<file path="config.mk">
export PLATFORM = sky130hd
export DESIGN_NAME = dma_cfg_sequencer
export DESIGN_NICKNAME = d
export VERILOG_FILES = /design/src/rtl/dma_cfg_sequencer.sv
export SDC_FILE = /design/constraint.sdc
export NUM_CORES = 1
export LEC_CHECK = 0
export CAP_MARGIN = 20
export CORE_ASPECT_RATIO = 1.25
export CORE_MARGIN = 8
export CORE_UTILIZATION = 40
export CTS_BUF_LIST = sky130_fd_sc_hd__clkbuf_16
export DETAILED_ROUTE_END_ITERATION = 8
export PLACE_DENSITY = 0.69
export SLEW_MARGIN = 20
export SYNTH_ARGS = -nofsm -noshare
export SYNTH_HDL_FRONTEND = slang
export SYNTH_SLANG_ARGS = --single-unit
</file>
<file path="constraint.sdc">
create_clock -name clk -period 7 [get_ports clk]
set_input_delay 1.75 -clock clk [delete_from_list [all_inputs] [get_ports clk]]
set_output_delay 1.75 -clock clk [all_outputs]
set_load 0.02 [all_outputs]
</file>
<file path="src/rtl/dma_cfg_sequencer.sv">
// Captures a four-word DMA descriptor on start, writes it over the register bus
// (io, mem, intr, control), optionally reads each word back and flags the first mismatch.
module dma_cfg_sequencer #(
  parameter int                    ADDR_WIDTH = 32,
  parameter int                    DATA_WIDTH = 32,
  parameter logic [ADDR_WIDTH-1:0] BASE_ADDR  = 'h400
) (
  input  logic                  clk,
  input  logic                  reset,
  input  logic                  start,
  input  logic                  verify_en,
  input  logic [DATA_WIDTH-1:0] cfg_intr,
  input  logic [DATA_WIDTH-1:0] cfg_control,
  input  logic [DATA_WIDTH-1:0] cfg_io_addr,
  input  logic [DATA_WIDTH-1:0] cfg_mem_addr,
  output logic                  busy,
  output logic                  done,
  output logic                  err,
  output logic [1:0]            err_idx,
  output logic [ADDR_WIDTH-1:0] addr,
  output logic                  wr_en,
  output logic                  valid,
  output logic [DATA_WIDTH-1:0] wdata,
  input  logic [DATA_WIDTH-1:0] rdata
);

  typedef enum logic [2:0] {IDLE, LOAD, WR, RD_REQ, RD_WAIT, DONE} state_t;

  state_t                state, state_n;
  logic [1:0]            idx, idx_n;
  logic [DATA_WIDTH-1:0] desc [4];
  logic                  verify_q;
  logic                  cap;
  logic                  busy_n, done_n, err_n, wr_en_n, valid_n;
  logic [1:0]            err_idx_n;
  logic [ADDR_WIDTH-1:0] addr_n;
  logic [DATA_WIDTH-1:0] wdata_n;

  // Control goes last because writing it arms the DMA.
  function automatic logic [ADDR_WIDTH-1:0] beat_addr(input logic [1:0] i);
    case (i)
      2'd0:    beat_addr = BASE_ADDR + ADDR_WIDTH'(8);
      2'd1:    beat_addr = BASE_ADDR + ADDR_WIDTH'(12);
      2'd2:    beat_addr = BASE_ADDR;
      default: beat_addr = BASE_ADDR + ADDR_WIDTH'(4);
    endcase
  endfunction

  always_comb begin
    state_n   = state;
    idx_n     = idx;
    cap       = 1'b0;
    busy_n    = busy;
    done_n    = 1'b0;
    err_n     = err;
    err_idx_n = err_idx;
    addr_n    = addr;
    wr_en_n   = wr_en;
    valid_n   = 1'b0;
    wdata_n   = wdata;
    case (state)
      IDLE: begin
        if (start) begin
          cap       = 1'b1;
          err_n     = 1'b0;
          err_idx_n = 2'd0;
          state_n   = LOAD;
        end
      end
      LOAD: begin
        state_n = WR;
        idx_n   = 2'd0;
        busy_n  = 1'b1;
        valid_n = 1'b1;
        wr_en_n = 1'b1;
        addr_n  = beat_addr(2'd0);
        wdata_n = desc[0];
      end
      WR: begin
        if (idx == 2'd3) begin
          idx_n = 2'd0;
          if (verify_q) begin
            state_n = RD_REQ;
            valid_n = 1'b1;
            wr_en_n = 1'b0;
            addr_n  = beat_addr(2'd0);
          end else begin
            state_n = DONE;
            busy_n  = 1'b0;
            done_n  = 1'b1;
          end
        end else begin
          idx_n   = idx + 2'd1;
          valid_n = 1'b1;
          wr_en_n = 1'b1;
          addr_n  = beat_addr(idx + 2'd1);
          wdata_n = desc[idx + 2'd1];
        end
      end
      RD_REQ: state_n = RD_WAIT;
      RD_WAIT: begin
        if (rdata != desc[idx]) begin
          err_n     = 1'b1;
          err_idx_n = idx;
          state_n   = DONE;
          busy_n    = 1'b0;
          done_n    = 1'b1;
        end else if (idx == 2'd3) begin
          state_n = DONE;
          busy_n  = 1'b0;
          done_n  = 1'b1;
        end else begin
          idx_n   = idx + 2'd1;
          state_n = RD_REQ;
          valid_n = 1'b1;
          wr_en_n = 1'b0;
          addr_n  = beat_addr(idx + 2'd1);
        end
      end
      DONE:    state_n = IDLE;
      default: state_n = IDLE;
    endcase
  end

  always_ff @(posedge clk or posedge reset) begin
    if (reset) begin
      state    <= IDLE;
      idx      <= 2'd0;
      verify_q <= 1'b0;
      for (int i = 0; i < 4; i++) desc[i] <= '0;
      busy     <= 1'b0;
      done     <= 1'b0;
      err      <= 1'b0;
      err_idx  <= 2'd0;
      addr     <= '0;
      wr_en    <= 1'b0;
      valid    <= 1'b0;
      wdata    <= '0;
    end else begin
      state    <= state_n;
      idx      <= idx_n;
      if (cap) begin
        verify_q <= verify_en;
        desc[0]  <= cfg_io_addr;
        desc[1]  <= cfg_mem_addr;
        desc[2]  <= cfg_intr;
        desc[3]  <= cfg_control;
      end
      busy     <= busy_n;
      done     <= done_n;
      err      <= err_n;
      err_idx  <= err_idx_n;
      addr     <= addr_n;
      wr_en    <= wr_en_n;
      valid    <= valid_n;
      wdata    <= wdata_n;
    end
  end

endmodule
</file>
==> results.cfg <==
[run_status]
outcome = complete, no violations

[setup_path]
arrival_ns = 4.32
reg2reg_to = done$_DFF_PP0_
timing.rr.start = idx[0]$_DFFE_PP0P_
worstPathRequired_ns = 7.31
critPathMaxFanout = 38
endpoint_kind = flip-flop
start_kind = flip-flop
reg2regPathDepth = 7
r2r_setup_slack_ns = 3.00
critPathKind = flip-flop to flip-flop

[timing]
hold_viol = 0
fmax_mhz = 250
slew_violations = 0
worst_pin_slew_ns = 1.15
tns_ns = 0
rsz0062_at_grt = no
max_slew_margin_pct = 23.2
setup_viol = 0
period_needed_ns = 4.00
whs_ns = 0.501
fin_ws_ns = 3.00
finalClockSkew_ns = 0.0157
post-route-period-util_pct = 57.2

[drt]
drc = 0
viasPerCell = 5.37
drtPass1Iterations = 4
wl_per_cell_um = 21.8
drtIter0Drc = 373
ant_nets = 0
totalWireLength_um = 26500
via_count = 6514

[placement]
place_hpwl_um = 18300
portBuffers = 205
dp_cells = 1181
gp_congestion = 0.804
place_ws_ns = 2.79

[clock_network]
ctsHtreeMaxLevel = 4
cts_sinks = 176
cts_tree = built
cts_setup_buffers = 0
clock_latency_ns = 0.43
clockRootBuffer = clkbuf_16
clkTransAtPathRegs_ns = 0.07
cts_buffers = 17
cts_max_path_buffers = 2
cts_resized = 0
hold_buffers = 0

[die]
ioPinCount = 235
die_x_um = 151
core-area_mm2 = 0.0223
dieArea_mm2 = 0.0278
start_util_pct = 40.7
die_h_um = 184
fp-row-count = 61

[synth]
ys_types = 47
yosys.area.top_type_share_pct = 48.5
yosysSeqAreaShare_pct = 48.5
yosys_warnings = 0
synth_seq_cells = 176
async_flop_share_pct = 100
yosys-top-cells-count = 176 x dfrtp_1, 161 x mux2_2, 75 x nor2_1
syn_avg_cell_area_um2 = 12.3
synth_largest_area_cell = dfrtp_1
synth_edf_count = 0
synth_cells = 738
ys.flop_type = dfrtp_1
syn-cell-area_mm2 = 0.00908
synthTopCellsByArea = dfrtp_1 49%, mux2_2 20%, mux4_2 7.9%
synth_most_common_cell = dfrtp_1

[grt]
grt_pass1_vias = 6928
grt_max_degree = 114
overflow = 0
antenna_found_initial = 3
grt_pass1_wl_um = 40200
track_usage_pct = 19.2

[cells_and_area]
final_util_pct = 53.2
drive_gt1_share_pct = 26.3
final_cells = 1213
nets = 1084
area_growth_pct = 30.7
filler_cell_count = 1957

[power_and_ir_drop]
sw_frac_of_total_pct = 38.4
switching_power_uw = 2230
power.density_mw_per_mm2 = 489
p_clk_share_pct = 17.1
p_leak_uw = 0.00461
p_comb_share_pct = 48.4
peakVddDrop_mv = 0.226
p_int_uw = 3570
seqPwrFrac_pct = 34.5

[min_path]
worstHoldEndpoint = err$_DFFE_PP0P_
hp-class = flip-flop to flip-flop
hold_depth = 1
hp-start = err$_DFFE_PP0P_

[flow_run]
max-cap-violations = 0
cell type report:
type / count / area [um2] / area share (%)
sequential: 176 / 4410 / 37.2
clock buffer: 17 / 425 / 3.59
timing repair buffer: 212 / 2120 / 17.8
inverter: 3 / 16.3 / 0.137
tap: 283 / 354 / 2.98
multi-input combinational: 507 / 4360 / 36.7
clock inverter: 14 / 181 / 1.53
antenna: 1 / 2.50 / 0.0211
worst max-delay path, cell delays in order, from the launching register on:
cell and delay [ns]:
dfrtp_4 0.82, buf_4 0.60, mux4_2 0.60, xnor2_1 0.32
nand4_1 0.25, nor4_1 0.74, a21oi_1 0.32, a21o_1 0.23
logic make-up after synthesis:
family / Yosys count / share of synthesized area (%)
AO/OA/AOI/OAI: 129 / 8.55
XOR/XNOR: 33 / 3.18
adder cells (fa/ha/maj): 3 / 0.414
buffers and inverters: 83 / 5.06
flip-flops: 176 / 48.5
multiplexers: 196 / 28.2
other: 1 / 0.0413
AND/OR/NAND/NOR: 117 / 6.00
layer usage:
metal | global-route usage, % | up-vias | routed length (um)
met5 | 0 | - | 27
met4 | 6.70 | 4 | 620
met3 | 4.78 | 37 | 1670
met2 | 32.7 | 213 | 13600
met1 | 23.0 | 3267 | 10600
li1 | - | 2993 | -
placed cells by master (no fill, tap or decap), drive strengths merged, types with 3 or more instances in the layout:
cell             n
buf              7
xnor2           33
a21o             3
mux2i            3
clkbuf          17
mux4            32
ha               3
nand4            8
o21ai            9
bufinv           3
clkinv           5
nor2b            3
nand3            4
a21oi           69
clkdlybuf4s50  205
dfrtp          176
a22oi           31
nand2            7
conb            29
nor2            75
nor3             4
mux2           161
inv              7
o22ai            3
or4              3
worst max-delay path by stage:
| stage | start | end | depth (start not counted) |
|---|---|---|---|
| CTS | idx[0]$_DFFE_PP0P_ | err$_DFFE_PP0P_ | 7 |
| global placement | rdata[19] | addr[2]$_DFFE_PP0P_ | 6 |
| global route | idx[0]$_DFFE_PP0P_ | err$_DFFE_PP0P_ | 7 |
| detailed placement | rdata[12] | err$_DFFE_PP0P_ | 6 |
| floorplan | reset | addr[10]$_DFFE_PP0P_ | 1 |
| finish | idx[0]$_DFFE_PP0P_ | done$_DFF_PP0_ | 7 |
power by group through the flow:
| stage | logic, uW | clock network (uW) | registers (uW) |
|---|---|---|---|
| 6_report | 2810 | 992 | 2000 |
| 5_1_grt | 3060 | 1050 | 2080 |
| 4_1_cts | 2840 | 1010 | 2000 |
| 3_5_place_dp | 2820 | 0 | 2020 |
| 3_3_place_gp | 2780 | 0 | 1990 |
| 2_1_floorplan | 1960 | 0 | 1950 |
metrics by stage:
stage          power, uW  cell area [um2]
2_1_floorplan       3910             9180
3_3_place_gp        4780            11300
3_5_place_dp        4840            11300
4_1_cts             5850            11900
5_1_grt             6190            11900
6_report            5800            11900
state kept, by name, indices dropped and copies added (netlist names), 2 cells and up:
name / flops
addr: 3
desc: 128
state: 3
idx: 2
wdata: 32
err_idx: 2
Note: power is estimated with default switching activity, not from simulation.
